[src/rtl/multicycle_ctrl.sv]
// ============================================================================
// multicycle_ctrl
// ----------------------------------------------------------------------------
// Multicycle instruction-sequencing controller. The controller fetches one
// instruction word and runs it for one cycle (EXEC) or for MEM_LAT cycles
// (MEM, loads and stores only). It then returns to FETCH. Opcode 13 halts
// the sequence until Start is seen again.
//
// All strobes come from registers. Each cycle they are decoded from the
// state and IR that the controller moves into on the next edge, so they line
// up with that state without any combinational path from Instruction or
// Instr_valid. The only combinational input-to-output path is ZERO ->
// branch_taken. A conditional branch must see the ALU result of its own EXEC
// cycle.
//
// Parameters
//   IW       instruction width (>= 6); bit IW-1 = branch flag,
//            bits IW-2:IW-5 = opcode
//   MEM_LAT  cycles a load/store stays in MEM (1..15)
//
// Optional feature (macro CTRL_INSTR_COUNT_EN)
//   Adds output instr_count[15:0]. It counts pc_advance pulses and wraps
//   at 16 bits.
//
// Ports
//   Clk           single clock, rising edge
//   Reset_n       asynchronous active-low reset
//   Start         leaves IDLE/HALT and begins fetching
//   Instruction   instruction word from ROM
//   Instr_valid   Instruction is valid this cycle
//   ZERO          ALU result is zero
//   MEM_READ, MEM_WRITE, REG_WRITE, ACC_WRITE, IS_MEM   strobes
//   lookup[2:0]   one-hot table select (bit0 LOOKUP, bit1 LOOKUP2,
//                 bit2 LOOKUP3)
//   branch, branch_taken, pc_advance, busy, done
//   instr_count   (CTRL_INSTR_COUNT_EN only) retired-instruction counter
//
// State  | meaning
// -------+---------------------------------------------------------------
// IDLE   | after reset; waits for Start
// FETCH  | waits for Instr_valid, latches IR, picks EXEC or MEM
// EXEC   | single-cycle execute; opcode 13 goes on to HALT
// MEM    | load/store held for MEM_LAT cycles by mem_cnt
// HALT   | done=1; waits for Start to resume fetching
// ============================================================================
module multicycle_ctrl #(
    parameter int IW      = 9,
    parameter int MEM_LAT = 1
) (
    input  logic          Clk,
    input  logic          Reset_n,
    input  logic          Start,
    input  logic [IW-1:0] Instruction,
    input  logic          Instr_valid,
    input  logic          ZERO,
    output logic          MEM_READ,
    output logic          MEM_WRITE,
    output logic          REG_WRITE,
    output logic          ACC_WRITE,
    output logic          IS_MEM,
    output logic [2:0]    lookup,
    output logic          branch,
    output logic          branch_taken,
    output logic          pc_advance,
    output logic          busy,
    output logic          done
`ifdef CTRL_INSTR_COUNT_EN
    ,
    output logic [15:0]   instr_count
`endif
);

    localparam logic [3:0] OP_LUT3  = 4'd2;
    localparam logic [3:0] OP_LUT2  = 4'd3;
    localparam logic [3:0] OP_REGW  = 4'd9;
    localparam logic [3:0] OP_LOAD  = 4'd11;
    localparam logic [3:0] OP_STORE = 4'd12;
    localparam logic [3:0] OP_HALT  = 4'd13;
    localparam logic [3:0] OP_LUT1  = 4'd14;

    localparam logic [3:0] MEM_LAT_CNT = 4'(MEM_LAT);

    typedef enum logic [2:0] {
        S_IDLE,
        S_FETCH,
        S_EXEC,
        S_MEM,
        S_HALT
    } state_t;

    // br_cond marks a conditional branch. branch_taken then follows ZERO
    // live instead of coming from a stored value.
    typedef struct packed {
        logic       mem_read;
        logic       mem_write;
        logic       reg_write;
        logic       acc_write;
        logic       is_mem;
        logic [2:0] lookup;
        logic       branch;
        logic       taken;
        logic       br_cond;
        logic       pc_advance;
        logic       busy;
        logic       done;
    } strobe_t;

    state_t        state;
    state_t        nxt_state;
    logic [IW-1:0] ir;
    logic [IW-1:0] nxt_ir;
    logic [3:0]    mem_cnt;
    logic [3:0]    nxt_cnt;
    strobe_t       dec;
    strobe_t       out_r;

    logic [3:0]    in_op;
    logic [3:0]    ir_op;
    logic [3:0]    nxt_op;
    logic          ir_unused;

    assign in_op  = Instruction[IW-2 -: 4];
    assign ir_op  = ir[IW-2 -: 4];
    assign nxt_op = nxt_ir[IW-2 -: 4];

    // The low IR bits are operand fields that belong to the datapath.
    assign ir_unused = ^ir;

    always_comb begin
        nxt_state = state;
        nxt_ir    = ir;
        nxt_cnt   = mem_cnt;
        unique case (state)
            S_IDLE, S_HALT: begin
                if (Start) nxt_state = S_FETCH;
            end
            S_FETCH: begin
                if (Instr_valid) begin
                    nxt_ir = Instruction;
                    if (!Instruction[IW-1] &&
                        (in_op == OP_LOAD || in_op == OP_STORE)) begin
                        nxt_state = S_MEM;
                        nxt_cnt   = MEM_LAT_CNT;
                    end else begin
                        nxt_state = S_EXEC;
                    end
                end
            end
            S_EXEC: begin
                nxt_state = (ir_op == OP_HALT) ? S_HALT : S_FETCH;
            end
            S_MEM: begin
                if (mem_cnt <= 4'd1) begin
                    nxt_state = S_FETCH;
                    nxt_cnt   = 4'd0;
                end else begin
                    nxt_cnt = mem_cnt - 4'd1;
                end
            end
            default: begin
                nxt_state = S_IDLE;
            end
        endcase
    end

    // Strobes for the state being entered. The final MEM cycle is the one
    // that enters MEM with a count of 1.
    always_comb begin
        dec = '0;
        unique case (nxt_state)
            S_FETCH: dec.busy = 1'b1;
            S_HALT:  dec.done = 1'b1;
            S_EXEC: begin
                dec.busy       = 1'b1;
                dec.pc_advance = (nxt_op != OP_HALT);
                if (nxt_ir[IW-1]) begin
                    dec.branch  = 1'b1;
                    dec.br_cond = 1'b1;
                end else begin
                    unique case (nxt_op)
                        OP_LUT3: begin
                            dec.lookup = 3'b100;
                            dec.branch = 1'b1;
                            dec.taken  = 1'b1;
                        end
                        OP_LUT2: begin
                            dec.lookup = 3'b010;
                            dec.branch = 1'b1;
                            dec.taken  = 1'b1;
                        end
                        OP_REGW: dec.reg_write = 1'b1;
                        OP_LUT1: begin
                            dec.lookup    = 3'b001;
                            dec.acc_write = 1'b1;
                        end
                        OP_LOAD, OP_STORE, OP_HALT: ;
                        default: dec.acc_write = 1'b1;
                    endcase
                end
            end
            S_MEM: begin
                dec.busy       = 1'b1;
                dec.pc_advance = (nxt_cnt == 4'd1);
                if (nxt_op == OP_LOAD) begin
                    dec.mem_read  = 1'b1;
                    dec.is_mem    = 1'b1;
                    dec.acc_write = (nxt_cnt == 4'd1);
                end else begin
                    dec.mem_write = 1'b1;
                end
            end
            default: ;
        endcase
    end

    always_ff @(posedge Clk or negedge Reset_n) begin
        if (!Reset_n) begin
            state   <= S_IDLE;
            ir      <= '0;
            mem_cnt <= 4'd0;
            out_r   <= '0;
        end else begin
            state   <= nxt_state;
            ir      <= nxt_ir;
            mem_cnt <= nxt_cnt;
            out_r   <= dec;
        end
    end

`ifdef CTRL_INSTR_COUNT_EN
    always_ff @(posedge Clk or negedge Reset_n) begin
        if (!Reset_n) begin
            instr_count <= 16'h0000;
        end else if (out_r.pc_advance) begin
            instr_count <= instr_count + 16'h0001;
        end
    end
`endif

    assign MEM_READ     = out_r.mem_read;
    assign MEM_WRITE    = out_r.mem_write;
    assign REG_WRITE    = out_r.reg_write;
    assign ACC_WRITE    = out_r.acc_write;
    assign IS_MEM       = out_r.is_mem;
    assign lookup       = out_r.lookup;
    assign branch       = out_r.branch;
    assign branch_taken = out_r.taken | (out_r.br_cond & ZERO);
    assign pc_advance   = out_r.pc_advance;
    assign busy         = out_r.busy;
    assign done         = out_r.done;

endmodule

[config.mk]
export PLATFORM = sky130hd
export DESIGN_NAME = multicycle_ctrl
export DESIGN_NICKNAME = d
export VERILOG_FILES = /design/src/rtl/multicycle_ctrl.sv
export SDC_FILE = /design/constraint.sdc
export NUM_CORES = 1
export LEC_CHECK = 0
export CAP_MARGIN = 10
export CORE_MARGIN = 8
export CORE_UTILIZATION = 45
export DETAILED_ROUTE_END_ITERATION = 10
export PLACE_DENSITY = 0.77
export SKIP_CTS_REPAIR_TIMING = 1
export SYNTH_ARGS = -nofsm -noshare
export SYNTH_HDL_FRONTEND = slang
export SYNTH_SLANG_ARGS = --single-unit
export TNS_END_PERCENT = 1
[constraint.sdc]
create_clock -name Clk -period 1.95 [get_ports Clk]
set_input_delay 0.195 -clock Clk [delete_from_list [all_inputs] [get_ports Clk]]
set_output_delay 0.195 -clock Clk [all_outputs]
set_load 0.005 [all_outputs]
After elaboration in Yosys (flattened, before gate mapping)
Cells that the tools add are included.

operators by class
  add/sub/neg operators = 1
  multipliers = 0
  divide/modulo/power cells = 0
  magnitude comparators = 1
  eq/ne operators = 20
  shift-type cells = 0
  multiplexer cells = 32
  bitwise logic cells = 2
  reductions and logical operators = 9

operators with widths
  cell                                                            count
  equality test 4 bit, second input constant                      8
  two-way mux 9 bit                                               2
  two-way mux 3 bit                                               5
  equality test 3 x 2 -> 1 bit, second input constant             4
  two-way mux 1 bit                                               12
  two-way mux 4 bit                                               3
  one-hot mux 3 bit (4 select lines)                              1
  one-hot mux 3 bit (3 select lines)                              1
  equality test 4 x 2 -> 1 bit, second input constant             2
  two-way mux 2 bit                                               4
  one-hot mux 4 bit (2 select lines)                              1
  equality test 3 x 1 -> 1 bit, second input constant             2
  equality test 3 bit, second input constant                      2
  two-way mux 6 bit                                               1
  OR reduction 6 bit                                              1
  equality test 4 x 1 -> 1 bit, second input constant             1
  less-or-equal comparator 4 x 1 -> 1 bit, second input constant  1
  inequality test 4 bit, second input constant                    1
  one-hot mux 1 bit (2 select lines)                              2
  OR reduction 2 bit                                              2
  subtractor 4 x 1 -> 4 bit, second input constant                1
  zero test 3 bit                                                 1
  OR reduction 3 bit                                              1
  AND reduction 2 bit                                             1
  other kinds (5)                                                 5

storage, ports and cells
  register bits after elaboration = 30
  latch bits = 0
  RAM bits = 0
  bits in read-only memories = 0
  input port bits = 14
  output and inout bits = 13
  memories kept = 0

Depth between registers and ports, before layout
  word-level depth = 9
  gate-level depth with buffers = 7
  mapped depth without buffers = 7

Worst setup path after synthesis
Ideal clock, no wire load.

  kind = register -> register
  from = reg mem_cnt[0]
  to = reg out_r (netlist bit ACC_WRITE)
  arrival = 1734 ps
  data required time = 1855 ps
  path slack = 120 ps
  stages on the path, launching flop included = 8
  path through = dfrtp_1 > inv_1 > ha_1 > nor2_1 > o31ai_2 > o41ai_1 > a221o_1 > o31ai_1

RTL lines
  item                      RTL line  source
  start: declaration        112       logic [3:0] mem_cnt;
  start signal: assignment  225       mem_cnt <= nxt_cnt;
  end signal: assignment    221       out_r <= '0;
  end signal: assignment    226       out_r <= dec;
  end: declaration          115       strobe_t out_r;

==> impl_metrics.sql <==
INSERT INTO impl_metrics (metric_group, metric, value, unit) VALUES
('synth', 'synthesized_net_count', '143', ''),
('timing', 'timing.final.hold_violations', '0', ''),
('placed_design', 'preCtsSetupSlack', '-0.221', 'ns'),
('synth', 'synth_async_sr_flop_share', '100', '%'),
('synth', 'synth.cell_area', '0.00132', 'sq mm'),
('synth', 'synthMostInstantiatedCell', 'dfrtp_1', ''),
('clock_tree', 'clk_pin_slew_worst_paths', '0.15', 'ns'),
('worst_setup_path', 'setup.worst_path.start_class', 'flip-flop', ''),
('timing', 'timing.slew.headroom', '75.4', '%'),
('timing', 'post-route-min-period', '1.88', 'ns'),
('routing', 'detail_route.wirelength.met1', '1390', 'um'),
('hold_path', 'hold_class', 'in2async', ''),
('routing', 'drt-pass1-iter-count', '4', ''),
('global_routing', 'grt_max_degree', '26', ''),
('global_routing', 'track_usage', '12.7', '%'),
('final_layout', 'post_route_cells_drive_above_1_share', '28.8', '%'),
('placed_design', 'hpwlAfterDp', '2370', 'um'),
('worst_setup_path', 'worst_stage_delay_on_the_critical_path', '0.47', 'ns'),
('routing', 'drtIter0Drc', '73', ''),
('floorplanning', 'top_level_ports', '27', ''),
('floorplanning', 'fp-row-count', '19', ''),
('synth', 'syn-mean-instance-area', '10.4', 'sq um'),
('routing', 'met3_wirelength', '181', 'um'),
('floorplanning', 'dieWidth', '70.2', 'um'),
('clock_tree', 'cts_buffer_depth', '2', ''),
('worst_setup_path', 'timing_worst_setup_path_type', 'reg2reg', ''),
('placed_design', 'place_inst', '196', ''),
('global_routing', 'globalRoute.totalOverflow', '0', ''),
('clock_tree', 'tritoncts_clock_tree', 'built', ''),
('placed_design', 'gpl.final_weighted_congestion', '0.858', ''),
('worst_setup_path', 'r2r-start', 'mem_cnt[0]$_DFF_PN0_', ''),
('synth', 'synth_sequential_area_ratio', '47.3', '%'),
('routing', 'wl_per_cell', '15.5', 'um'),
('power', 'pwr_density_cell', '1280', 'mW/mm^2'),
('worst_setup_path', 'critical_path_required', '2.20', 'ns'),
('clock_tree', 'cts.htree.levels', '1', ''),
('synth', 'post_synth_most_frequent_cells', 'dfrtp_1 (25), inv_1 (10), nor2_1 (9)', ''),
('power', 'p_leak', '0.000818', 'uW'),
('timing', 'final_max_slew_viol_count', '0', ''),
('floorplanning', 'die-height', '70.2', 'um'),
('routing', 'drc', '0', ''),
('global_routing', 'grt_first_pass_wirelength', '5220', 'um'),
('run', 'cap_viol_max_count', '0', ''),
('power', 'peakVddDrop', '1.14', 'mV'),
('run_status', 'status', 'finished clean', ''),
('synth', 'number_of_enable_type_register_cells_in_the_synthesized_netlist', '0', ''),
('worst_setup_path', 'setup.worst_path.start', 'mem_cnt[0]$_DFF_PN0_', ''),
('timing', 'setup_tns', '0', 'ns'),
('final_layout', 'antenna_cells', '0', ''),
('clock_tree', 'clock_sinks', '25', ''),
('worst_setup_path', 'critical_path.max_fanout', '6', ''),
('synth', 'postSynth.topFlopCell', 'dfrtp_1', ''),
('routing', 'num_vias', '1110', ''),
('floorplanning', 'core_region_area', '0.00278', 'sq mm'),
('final_layout', 'fin_nets', '187', ''),
('timing', 'timing.hold.ws', '0.199', 'ns'),
('floorplanning', 'floorplan.initialDensity', '47.5', '%'),
('worst_setup_path', 'crit_path_end_kind', 'flip-flop', ''),
('timing', 'setup_ws', '0.0666', 'ns'),
('worst_setup_path', 'crit_path_cell_trace', 'inv_2 -> ha_4 -> nor2_2 -> o31ai_4 -> o41ai_2 -> a221o_1 -> o31ai_1', ''),
('timing', 'timing.clock.skew', '0.0250', 'ns'),
('final_layout', 'layout.cells.non_filler', '201', ''),
('floorplanning', 'fp.dieArea', '0.00493', 'sq mm'),
('clock_tree', 'cts-buffers-inserted', '3', ''),
('synth', 'yosys_register_bits', '25', ''),
('worst_setup_path', 'cpMaxStageDelayCell', 'dfrtp_1', ''),
('clock_tree', 'cts.root.buffer_cell', 'clkbuf_4', ''),
('final_layout', 'areaGrowthSynthToFinish', '35.4', '%'),
('synth', 'yosys.cell_types.count', '46', ''),
('synth', 'syn-instance-count', '127', ''),
('timing', 'worst-slew-pin-transition', '0.366', 'ns');
-- cell usage in the layout, fill, tap and decap left out, types with 2 or more instances in the layout --
cell,netlist,layout
a21o_1,2,2
a21oi_1,5,5
a221o_1,2,2
and3_1,2,2
buf_4,4,23
clkbuf_4,0,3
clkdlybuf4s50_1,0,22
dfrtp_1,25,25
inv_1,10,9
mux2i_1,6,5
nand2_1,7,7
nand2b_1,2,2
nand3_1,2,2
nand3b_1,3,3
nor2_1,9,8
nor2b_1,2,2
nor3_1,3,3
nor3b_1,2,2
o21ai_0,5,5
o31ai_1,5,5
or3_2,2,2
-- cells by family (layout without fill, tap and decap cells) --
kind of cell / Yosys count / after routing / synth area share (%)
simple gates: 46 / 46 / 21.3
compound gates: 32 / 32 / 18.4
flops: 25 / 25 / 47.3
buf+inv: 16 / 59 / 6.53
mux: 6 / 6 / 4.55
fa+ha+maj: 2 / 2 / 1.89
-- state kept, by name, indices dropped and copies added, names as in the netlist --
register,cells
lookup,3
out_r,2
done,1
branch,1
state,3
mem_cnt,4
ACC_WRITE,1
pc_advance,1
IS_MEM,1
REG_WRITE,1
busy,1
ir,5
MEM_WRITE,1
-- final timing paths --
kind                                        endpoint  slack [ns]  cells after the start
worst max-delay path            pc_advance$_DFF_PN0_        0.07                      7
worst max register to register  pc_advance$_DFF_PN0_        0.07                      7
worst min-delay path              out_r[3]$_DFF_PN0_        0.20                      2
min in group Clk                     ir[8]$_DFF_PN0_        0.50                      1
worst min register to register       ir[8]$_DFF_PN0_        0.50                      1
max in group asynchronous            ir[4]$_DFF_PN0_        1.49                      2
-- routing by layer --
metal | track usage [%] | vias up
li1 | - | 544
met5 | 0 | -
met1 | 14.5 | 525
met4 | 5.58 | 0
met3 | 4.38 | 6
met2 | 20.8 | 35
-- where the power goes --
group / switching (uW) / internal, uW / leakage (uW) / total, uW
registers: 132 / 666 / 0.000325 / 798
logic: 608 / 638 / 0.000480 / 1250
clock network: 161 / 78.4 / 0.0000139 / 239
-- worst max-delay path: cells and delay by family, from the launching register on --
family | cells | cell delay, ns
DFF | 1 | 0.47
buffers and inverters | 1 | 0.13
AOI/OAI and AO/OA | 4 | 0.98
and+or+nand+nor | 1 | 0.05
adders and majority gates | 1 | 0.16
-- stage by stage --
step / instance area, sq um / total power (uW)
CTS: 1730 / 2160
finish: 1790 / 2280
global placement: 1700 / 1880
floorplan: 1320 / 1460
global route: 1790 / 2460
detailed placement: 1700 / 1920
-- cell type report --
type | count | area, sq um
tap | 31 | 38.8
timing repair buffer | 45 | 393
sequential | 25 | 626
inverter | 10 | 37.5
multi-input combinational | 86 | 664
fill | 228 | 992
clock buffer | 3 | 22.5
clock inverter | 1 | 7.51
Power figures use the tool's default switching activity.
